$ cat src/rtl/power_emulator_pkg.sv
// rtl/power_emulator_pkg.sv - shared constants, helpers and FSM states for the power emulator
package power_emulator_pkg;

  localparam int BITS_DEF = 32;
  localparam int CGES_DEF = 13;

  // 13-bit activity LFSR: seed all ones, feedback from bits 12, 3, 2, 0.
  localparam logic [12:0] LFSR_SEED = 13'h1FFF;
  localparam logic [12:0] LFSR_TAPS = 13'h100D;

  typedef enum logic [1:0] {
    IDLE = 2'd0,
    RUN  = 2'd1,
    HOLD = 2'd2
  } pe_state_e;

  function automatic int max_width(input int bits, input int cges);
    return $clog2(cges) + bits;
  endfunction

  // CGE i weighs full scale minus its index.
  function automatic logic [63:0] weight(input int bits, input int i);
    logic [63:0] full;
    full = (64'd1 << bits) - 64'd1;
    return full - 64'(i);
  endfunction

endpackage

$ cat src/rtl/pe_cpa.sv
// rtl/pe_cpa.sv - two-operand carry-propagate adder for the emulator result stage
// CPA_KOGGE_STONE_EN selects a Kogge-Stone prefix network; otherwise the "+" operator is used.
module pe_cpa #(
  parameter int W = 36
) (
  input  logic [W-1:0] a,
  input  logic [W-1:0] b,
  output logic [W-1:0] sum
);

`ifdef CPA_KOGGE_STONE_EN
  localparam int LVLS = $clog2(W);

  logic [W-1:0] gk, pk, gn, pn;

  always_comb begin
    gk = a & b;
    pk = a ^ b;
    gn = '0;
    pn = '0;
    // Each level doubles the span of the group generate/propagate terms.
    for (int l = 0; l < LVLS; l++) begin
      gn = gk;
      pn = pk;
      for (int i = (1 << l); i < W; i++) begin
        gn[i] = gk[i] | (pk[i] & gk[i-(1<<l)]);
        pn[i] = pk[i] & pk[i-(1<<l)];
      end
      gk = gn;
      pk = pn;
    end
    sum = (a ^ b) ^ {gk[W-2:0], 1'b0};
  end
`else
  assign sum = a + b;
`endif

endmodule

$ cat src/rtl/power_emulator_core.sv
// rtl/power_emulator_core.sv - LFSR-driven CGE activity summed by a 3-stage CSA/CPA pipeline
module power_emulator_core
  import power_emulator_pkg::*;
#(
  parameter  int BITS = BITS_DEF,
  parameter  int CGES = CGES_DEF,
  localparam int MAX  = max_width(BITS, CGES)
) (
  input  logic           clk,
  input  logic           reset_n,
  input  logic           start,
  input  logic           fin,
  output logic [MAX-1:0] result
);

  localparam logic [CGES-1:0] SEED = CGES'(LFSR_SEED);
  localparam logic [CGES-1:0] TAPS = CGES'(LFSR_TAPS);
  localparam int ROWS = CGES + 2;

  pe_state_e       state_q, state_d;
  logic [CGES-1:0] lfsr_q, lfsr_d;
  logic [BITS-1:0] op_q [CGES];
  logic [BITS-1:0] op_d [CGES];
  logic [MAX-1:0]  vs_q, vs_d, vc_q, vc_d;
  logic [MAX-1:0]  result_q, result_d, cpa_sum;
  logic [MAX-1:0]  row  [ROWS];
  logic [MAX-1:0]  nrow [ROWS];
  logic            stall;

  assign stall = (state_q == HOLD);

  always_comb begin
    state_d = state_q;
    unique case (state_q)
      IDLE: if (start && !fin) state_d = RUN;
      RUN: begin
        if (fin) state_d = HOLD;
        else if (!start) state_d = IDLE;
      end
      HOLD: if (!fin) state_d = start ? RUN : IDLE;
      default: state_d = IDLE;
    endcase
  end

  always_comb begin
    lfsr_d = lfsr_q;
    for (int i = 0; i < CGES; i++) op_d[i] = op_q[i];
    case (state_q)
      IDLE: begin
        lfsr_d = SEED;
        for (int i = 0; i < CGES; i++) op_d[i] = '0;
      end
      RUN: begin
        lfsr_d = {lfsr_q[CGES-2:0], ^(lfsr_q & TAPS)};
        for (int i = 0; i < CGES; i++) op_d[i] = lfsr_q[i] ? BITS'(weight(BITS, i)) : '0;
      end
      default: ;
    endcase
  end

  // Wallace-style reduction: each level turns groups of three rows into sum/carry rows.
  always_comb begin
    int cnt;
    int ncnt;
    for (int i = 0; i < ROWS; i++) row[i] = '0;
    for (int i = 0; i < CGES; i++) row[i] = MAX'(op_q[i]);
    nrow = row;
    cnt  = CGES;
    ncnt = CGES;
    for (int lvl = 0; lvl < CGES; lvl++) begin
      if (cnt > 2) begin
        ncnt = 0;
        for (int g = 0; g < CGES; g += 3) begin
          if (g + 2 < cnt) begin
            nrow[ncnt]   = row[g] ^ row[g+1] ^ row[g+2];
            nrow[ncnt+1] = ((row[g] & row[g+1]) | (row[g] & row[g+2]) | (row[g+1] & row[g+2])) << 1;
            ncnt += 2;
          end else if (g < cnt) begin
            nrow[ncnt] = row[g];
            ncnt += 1;
            if (g + 1 < cnt) begin
              nrow[ncnt] = row[g+1];
              ncnt += 1;
            end
          end
        end
        row = nrow;
        cnt = ncnt;
      end
    end
    vs_d = stall ? vs_q : row[0];
    vc_d = stall ? vc_q : ((cnt > 1) ? row[1] : '0);
  end

  pe_cpa #(.W(MAX)) u_cpa (
    .a   (vs_q),
    .b   (vc_q),
    .sum (cpa_sum)
  );

  assign result_d = stall ? result_q : cpa_sum;

  always_ff @(posedge clk) begin
    if (!reset_n) begin
      state_q  <= IDLE;
      lfsr_q   <= SEED;
      vs_q     <= '0;
      vc_q     <= '0;
      result_q <= '0;
      for (int i = 0; i < CGES; i++) op_q[i] <= '0;
    end else begin
      state_q  <= state_d;
      lfsr_q   <= lfsr_d;
      vs_q     <= vs_d;
      vc_q     <= vc_d;
      result_q <= result_d;
      for (int i = 0; i < CGES; i++) op_q[i] <= op_d[i];
    end
  end

  assign result = result_q;

endmodule

$ cat config.mk
export PLATFORM = sky130hd
export DESIGN_NAME = power_emulator_core
export DESIGN_NICKNAME = d
export VERILOG_FILES = /design/src/rtl/power_emulator_pkg.sv /design/src/rtl/pe_cpa.sv /design/src/rtl/power_emulator_core.sv
export SDC_FILE = /design/constraint.sdc
export NUM_CORES = 1
export LEC_CHECK = 0
export BUFFER_PORTS_ARGS = -buffer_cell sky130_fd_sc_hd__buf_2
export CAP_MARGIN = 20
export CORE_ASPECT_RATIO = 1.75
export CORE_UTILIZATION = 52
export DETAILED_ROUTE_END_ITERATION = 6
export GPL_TIMING_DRIVEN = 0
export PLACE_DENSITY = 0.8
export SLEW_MARGIN = 15
export SYNTH_ARGS = -nofsm -noshare
export SYNTH_HDL_FRONTEND = slang
export SYNTH_SLANG_ARGS = --single-unit
$ cat constraint.sdc
create_clock -name clk -period 3.9 [get_ports clk]
set_input_delay 0.39 -clock clk [delete_from_list [all_inputs] [get_ports clk]]
set_output_delay 0.39 -clock clk [all_outputs]
set_load 0.1 [all_outputs]
Yosys cells after proc, flatten, opt, wreduce, memory -nomap -nowiden

Memory sizes are Yosys's and may differ from the RTL's.
Index checks and enable logic that the tools add are counted.

Register bits after elaboration: 122
Latch bits: 0
Bits in writable memories: 416
Bits in read-only memories: 0
Bits of input ports: 4
Output and inout port bits: 36
Word-level logic and storage cells: 144
Memories: 1

Memories:

| name | words | bits a word | rd ports | clocked after memory_dff | write ports | RTL line                  | text |
|---|---|---|---|---|---|---|---|
| op_q | 13    | 32          | 13       | 0                        | 13          | power_emulator_core.sv:22 | `logic [BITS-1:0] op_q [CGES];` |

$add $sub $neg: 1
Multiply operators: 0
Divide/modulo/power cells: 0
$lt $le $gt $ge: 0
Equal/unequal tests: 5
Shift operators: 0
Muxes and demuxes: 36
Bitwise operators: 90
Reductions and logical operators: 6

Operators with widths:

| operator                             | count |
|---|---|
| two-way mux 32 bit                   | 26 |
| one-hot mux 416 bit (2 select lines) | 1 |
| AND 32 bit                           | 14 |
| OR 35 bit                            | 8 |
| XOR 32 bit                           | 8 |
| AND 35 bit                           | 6 |
| OR 32 bit                            | 6 |
| AND 34 x 35 -> 35 bit                | 4 |
| XOR 36 bit                           | 3 |
| OR 33 bit                            | 3 |
| AND 32 x 33 -> 33 bit                | 2 |
| AND 33 x 32 -> 33 bit                | 2 |
| AND 33 bit                           | 2 |
| XOR 33 x 32 -> 33 bit                | 2 |
| adder 36 bit                         | 1 |
| XOR 32 x 36 -> 36 bit                | 1 |
| XOR 34 x 36 -> 36 bit                | 1 |
| XOR 35 x 36 -> 36 bit                | 1 |
| XOR 36 x 32 -> 36 bit                | 1 |
| AND 35 x 32 -> 35 bit                | 1 |
| OR 32 x 35 -> 35 bit                 | 1 |
| OR 35 x 32 -> 35 bit                 | 1 |
| XOR 34 x 35 -> 35 bit                | 1 |
| AND 33 x 34 -> 34 bit                | 1 |
| other kinds (23)                     | 41 |

Depth between registers and ports, before layout

Gate-level depths: netlist (run 1).
An unclocked memory read counts as a cell.

Depth after elaboration: 16
Mapped depth: 14
Mapped depth without buffers: 13

Cells and area by module

Synthesis (run 1) repeated with hierarchy kept, for this count alone.

Cells, all modules: 753
Area, all modules: 6316.1 µm²

Modules (own cells, without submodules):

| module              | instances | cells an instance | area each (µm²) | seq. area each (µm²) |
|---|---|---|---|---|
| power_emulator_core | 1         | 470               | 4301.6          | 1681.6 |
| pe_cpa              | 1         | 283               | 2014.4          | 0.0 |

Least setup slack after synthesis (run 1)

No wires, ideal clock.

Kind: register to register
From: memory op_q[0][31] in the netlist's numbering
To: register vs_q[32]
Library setup time: 0.070 ns
Data arrival time: 3.318 ns
Data required time: 3.830 ns
Setup slack: 0.512 ns
Cell stages (with the launch flop): 15
Buffers on the path: 1
Period minus slack after synthesis: 3.388 ns
Cells stage by stage: dfxtp_1 > inv_1 > fa_1 > inv_1 > ha_1 > or2_1 > buf_6 > fa_1 > inv_1 > fa_1 > inv_1 > ha_1 > xnor2_1 > nand2_1 > a21boi_1

RTL lines:

| element                | RTL line                   | text |
|---|---|---|
| start: declaration     | power_emulator_core.sv:22  |  |
| end signal: assignment | power_emulator_core.sv:114 | `vs_q <= vs_d;` |
| end: declaration       | power_emulator_core.sv:24  | `logic [MAX-1:0] vs_q, vs_d, vc_q, vc_d;` |

==> impl_metrics.csv, run 1 <==
group,metric,value,unit
synth,synth.cells.most_frequent,"nand2_1 (101), dfxtp_1 (81), inv_1 (46)",
clock_network,h-tree-depth,3,
power_and_ir_drop,p_leak,2.72,nW
run_status,run_status,"finished clean",
timing,maxClockFrequency,272,MHz
finish,postLayoutCellArea,0.00586,mm2
setup_path,path_class,"reg -> reg",
clock_network,cts-root-to-sink-buffers,2,
setup_path,worst_ep_required_time,4.18,ns
finish,layout_overhead_on_the_synthesized_area,12.6,%
route,ant_nets,0,
timing,grt_setup_unrepaired,"no",
global_route,grt_remaining_overflow,0,
clock_network,ctsRootBufferMaster,"clkbuf_16",
timing,worst_pin_slew,0.867,ns
timing,fin_worst_skew,0.00843,ns
route,firstDrtPassIters,4,
timing,setup-violations-final,0,
synth,synthCells,553,
flow_run,maxCapViolations,0,
synth,number_of_enable_flip_flop_cells_after_synthesis,0,
floorplanning,start_util,53.2,%
global_route,grt_pass1_wl,19800,um
setup_path,worst_ep_arrival_time,3.95,ns
synth,synth.ff_latch_count,81,
place,port_buffers,38,
synth,ys.flop_type,"dfxtp_1",
power_and_ir_drop,pwr-share-seq,32.8,%
floorplanning,design.die.area,0.0104,mm2
place,dp.final_hpwl,9460,um
floorplanning,die_width,77.6,um
route,wire_per_inst,16.7,um
route,remaining_drc_errors,0,
finish,layout-drive-gt1-share,14.8,%
clock_network,ctsHoldBuffers,0,
timing,finalSetupTns,0,ns
route,route.final.wire_length,12200,um
setup_path,worst_setup_path_start_kind,"flip-flop",
timing,timing.slew.headroom,42.1,%
power_and_ir_drop,switching_share,44.0,%
power_and_ir_drop,power.density,527,mW/mm2
timing,hold_viol,0,
synth,synth_async_sr_flop_share,0,%
finish,final_net_count,683,
global_route,vias_in_the_first_global_route,4140,
place,dpl_cell_area,0.00555,mm2
synth,syn_nets,634,
floorplanning,core.rowCount,48,
setup_path,worst-path-max-fanout,4,
power_and_ir_drop,vdd.ir_drop.worst,0.385,mV
global_route,number_of_antenna_violations_at_the_first_check_in_global_routing,0,
floorplanning,io-pin-count,40,
synth,yosysTopAreaCellShare,31.2,%
power_and_ir_drop,power.internal,0.00173,W
power_and_ir_drop,net_switching_power,0.00136,W
floorplanning,die_y,134,um
global_route,maximum_number_of_pins_on_one_net_before_global_route_repair,17,
timing,finalHoldWorstSlack,0.226,ns
synth,synthMostInstantiatedCell,"nand2_1",
clock_network,clk_transition_reported_paths,0.06,ns
timing,final.period_utilization,94.2,%
clock_network,cts_tree,"yes",
timing,final_period_minus_worst_setup_slack,3.67,ns
finish,antenna-diode-count,0,
clock_network,cts.repair_timing.setup_buffer_count,0,
clock_network,post_cts_resized,0,
synth,synth.yosys.seq_area_share,31.2,%
clock_network,latest_clock_arrival_within_the_worst_skew_pair,0.35,ns
synth,synth_top_cells_by_area,"dfxtp_1 (31%), fa_1 (17%), ha_1 (7.9%)",
synth,synthesis.area,0.00520,mm2
place,gpl.final_weighted_congestion,0.939,
floorplanning,core_area,0.00979,mm2
synth,ys.warnings.count,0,
synth,post-synth-top-area-cell,"dfxtp_1",
hold_path,hold_path.class,"in -> reg",
route,initial_drc_count,285,
timing,slew_violations,0,
synth,synth.distinct_cells,53,
route,vias,4057,
power_and_ir_drop,clock_power_share,29.0,%
power_and_ir_drop,combPwrFrac,38.3,%
clock_network,cts_inserted_buffers,9,
global_route,grt_use_total,25.3,%
clock_network,clock_sink_count,81,
route,route.detailed.vias_per_inst,5.54,
synth,syn-mean-instance-area,9.41,um2
setup_path,end_kind,"flip-flop",
[layout make-up]
type | count | area [um2]
fill | 828 | 3930
multi-input combinational | 389 | 3210
sequential | 81 | 1620
clock buffer | 9 | 225
buffer | 37 | 201
timing repair buffer | 38 | 190
inverter | 46 | 173
tap | 125 | 156
clock inverter | 7 | 83.8
[sequential cells by signal (all words and copies together), names as in the netlist]
| name | count |
|---|---|
| result | 33 |
| vs_q | 11 |
| vc_q | 9 |
| op_q | 13 |
| state_q | 2 |
| lfsr_q | 13 |
[cells in the final DEF, fill, tap and decap left out, types with 9 or more instances in the layout]
cell type / count
dfxtp_1: 81
nor2b_1: 13
clkbuf_16: 9
ha_1: 33
inv_1: 46
o21ai_0: 36
and2_1: 12
clkbuf_1: 13
nor3b_1: 12
a21boi_1: 29
fa_1: 44
a21oi_1: 11
buf_2: 52
o211a_1: 13
nand2_1: 101
nand3_1: 9
[per-layer routing]
metal	share of wire [%]	track usage (%)	up-vias
li1	-	-	1924
met1	36	24.8	1995
met2	57	48.3	94
met3	2.8	4.69	44
met4	4.4	14.6	0
met5	0	0	-
[critical path, cell delays in order, from the launching register on]
cell and delay [ns]:
dfxtp_1 0.40, inv_1 0.09, fa_1 0.61, inv_1 0.10, ha_1 0.20, or2_1 0.24
buf_6 0.14, fa_1 0.50, inv_1 0.06, fa_1 0.55, inv_1 0.05, ha_1 0.30
xnor2_1 0.15, nand2_1 0.07, a21boi_1 0.14
[final timing paths]
path                     from    endpoint  depth (start not counted)  slack [ns]
setup / recovery  op_q[0][31]    vs_q[32]                         14        0.23
setup reg to reg  op_q[0][31]    vs_q[32]                         14        0.23
hold reg to reg     result[9]   result[9]                          2        0.45
hold / removal            fin  state_q[0]                          2        0.23
[power groups by stage]
stage          clock (W)  sequential [W]  combinational [W]
6_report        0.000894         0.00101            0.00118
5_1_grt         0.000939         0.00102            0.00126
4_1_cts         0.000904         0.00101            0.00118
3_5_place_dp           0         0.00103            0.00118
3_3_place_gp           0         0.00103            0.00116
2_1_floorplan          0         0.00151           0.000490
[stage by stage]
step / worst slack [ns] / util [%] / instances / power [W]
finish: 0.227 / 59.9 / 732 / 0.00309
global route: 0.0656 / 59.9 / 732 / 0.00322
CTS: 0.206 / 59.9 / 732 / 0.00310
detailed placement: 0.240 / 56.7 / 716 / 0.00221
global placement: 0.362 / 56.7 / 716 / 0.00218
floorplan: 0.512 / - / 553 / 0.00200
[kinds of logic after synthesis]
family                   count (synthesis)  synth area share (%)
flip-flops                              81                  31.2
AO/OA/AOI/OAI                          116                  15.6
XOR/XNOR                                14                  3.49
AND/OR/NAND/NOR                        178                  16.9
buffers and inverters                   83                  7.19
adder cells (fa/ha/maj)                 81                  25.7
Power figures use the tool's default switching activity.
==> inputs of run 2 (changes only) <==
CORE_UTILIZATION = 53   (was 52)
PLACE_DENSITY = 0.82   (was 0.8)
==> run 2 against run 1 <==
Net effect: clock-buffer cell count stayed put; power grew 0.38%; combinational power about the same; register-to-register slack is essentially flat; sequential cell count unchanged; first-iteration DRC count rose by 7.7%; critical path type unchanged; critical endpoint unchanged; largest cell class unchanged; highest routed layer unchanged.
==> impl_metrics.csv, run 2 (synthesis gave the netlist of run 1 again) <==
group,metric,value,unit
run_status,run_status,"finished clean",
global_route,grt_pass1_wl,20100,um
timing,fin_worst_skew,0.00949,ns
finish,antenna-diode-count,0,
setup_path,worst_path_dominant_cell_family,"adder cells",
place,dp.final_hpwl,9440,um
clock_network,post_cts_resized,0,
clock_network,cts-root-to-sink-buffers,2,
setup_path,crit_cells,14,
setup_path,crit_path_cell_trace,"inv_1 > fa_1 > inv_1 > ha_1 > or2_1 > buf_6 > fa_1 > inv_1 > fa_1 > inv_1 > ha_1 > xnor2_1 > nand2_1 > a21boi_1",
floorplanning,core.rowCount,47,
setup_path,worst_ep_arrival_time,3.97,ns
timing,slew_violations,0,
clock_network,cts.repair_timing.setup_buffer_count,0,
finish,fillCellCount,811,
global_route,grt_remaining_overflow,0,
route,ant_nets,0,
route,vias,4052,
place,post-place-ws,0.218,ns
setup_path,timing.reg2reg.setup_slack,0.21,ns
place,gpl.final_weighted_congestion,0.907,
setup_path,crit_path_start,"op_q[0][31]",
timing,grt_setup_unrepaired,"no",
finish,layout-drive-gt1-share,14.8,%
setup_path,critical_path.slowest_cell,"fa_1",
timing,final_period_minus_worst_setup_slack,3.69,ns
setup_path,reg2reg_from,"op_q[0][31]",
clock_network,ctsHoldBuffers,0,
finish,number_of_flip_flops_under_the_largest_register_name,33,
setup_path,number_of_buffer_and_inverter_stages_on_the_critical_path,5,
timing,worst_pin_slew,0.846,ns
power_and_ir_drop,p_leak,2.72,nW
clock_network,clk_transition_reported_paths,0.07,ns
route,initial_drc_count,307,
global_route,grt_use_total,25.7,%
floorplanning,design.die.area,0.0102,mm2
setup_path,timing.rr.end,"vs_q[32]",
setup_path,worst_ep_required_time,4.18,ns
finish,commonest_cells_after_routing_fill_and_taps_aside,"nand2_1 (101), dfxtp_1 (81), buf_2 (52)",
finish,layout_overhead_on_the_synthesized_area,12.6,%
floorplanning,die_width,76.9,um
setup_path,max_incr_delay_on_cp,0.61,ns
power_and_ir_drop,vdd.ir_drop.worst,0.424,mV
flow_run,maxCapViolations,0,
route,remaining_drc_errors,0,
timing,setup-violations-final,0,
finish,layout_commonest_cell,"nand2_1",
global_route,number_of_antenna_violations_at_the_first_check_in_global_routing,0,
finish,finish.utilization,61.5,%
timing,finalSetupTns,0,ns
floorplanning,core_area,0.00953,mm2
setup_path,path_class,"reg -> reg",
power_and_ir_drop,power.density,529,mW/mm2
timing,final.setup.worst_slack,0.213,ns
setup_path,path_common_cell,"inv_1",
setup_path,worst_setup_path_endpoint,"vs_q[32]",
place,port_buffers,38,
floorplanning,start_util,54.6,%
clock_network,ctsRootBufferMaster,"clkbuf_16",
route,route.detailed.vias_per_inst,5.56,
route,firstDrtPassIters,7,
power_and_ir_drop,fin_total_pwr,0.00310,W
timing,hold_viol,0,
route,wire_per_inst,16.8,um
floorplanning,io-pin-count,40,
route,route.final.wire_length,12300,um
global_route,maximum_number_of_pins_on_one_net_before_global_route_repair,17,
timing,final.period_utilization,94.5,%
clock_network,cts_inserted_buffers,9,
setup_path,end_kind,"flip-flop",
clock_network,cts_tree,"yes",
timing,maxClockFrequency,271,MHz
finish,final_net_count,683,
clock_network,latest_clock_arrival_within_the_worst_skew_pair,0.35,ns
setup_path,worst_setup_path_start_kind,"flip-flop",
clock_network,clock_sink_count,81,
floorplanning,die_y,133,um
hold_path,hold_path.class,"in -> reg",
global_route,vias_in_the_first_global_route,4304,
setup_path,worst-r2r-cell-count,14,
setup_path,worst-path-max-fanout,4,
clock_network,h-tree-depth,3,
timing,timing.slew.headroom,43.6,%
-- run 2: worst min-delay path by stage --
stage | from | to | slack [ns] | cells past startpoint
2_1_floorplan | vs_q[0] | vs_q[0] | 0.43 | 2
3_3_place_gp | result[10] | result[10] | 0.43 | 2
3_5_place_dp | result[12] | result[12] | 0.44 | 2
4_1_cts | fin | state_q[0] | 0.23 | 2
5_1_grt | fin | state_q[0] | 0.24 | 2
6_report | fin | state_q[0] | 0.24 | 2
-- run 2: cell type report --
class,count,area [um2],share of cell area [%]
Clock buffer,9,225,3.85
Timing Repair Buffer,38,190,3.25
Multi-Input combinational cell,389,3210,54.8
Inverter,46,173,2.95
Sequential cell,81,1620,27.7
Tap cell,122,153,2.61
Buffer,37,201,3.44
Clock inverter,7,85.1,1.45
-- run 2: power breakdown --
group / switching [W] / total [W] / internal (W)
sequential: 0.0000829 / 0.00101 / 0.000927
combinational: 0.000899 / 0.00120 / 0.000296
clock: 0.000385 / 0.000894 / 0.000509
-- run 2: stage by stage --
stage,hold WS (ns),cells,instance area (um2)
floorplan,0.431,553,5200
global placement,0.434,713,5550
detailed placement,0.442,713,5550
CTS,0.226,729,5860
global route,0.238,729,5860
finish,0.235,729,5860
-- run 2: worst register-to-register path, stage by stage, from the launching register on --
cell      delay (ns)
dfxtp_1         0.42
inv_1           0.09
fa_1            0.61
inv_1           0.09
ha_1            0.19
or2_1           0.23
buf_6           0.14
fa_1            0.50
inv_1           0.06
fa_1            0.56
inv_1           0.05
ha_1            0.31
xnor2_1         0.16
nand2_1         0.07
a21boi_1        0.14
-- run 2: per-layer routing --
layer | track usage (%) | share of wire (%) | vias to the layer above
met4 | 20.0 | 6.0 | 0
li1 | - | - | 1926
met1 | 24.1 | 36 | 1954
met3 | 3.79 | 3.0 | 49
met2 | 48.6 | 55 | 123
met5 | 0 | 0 | -
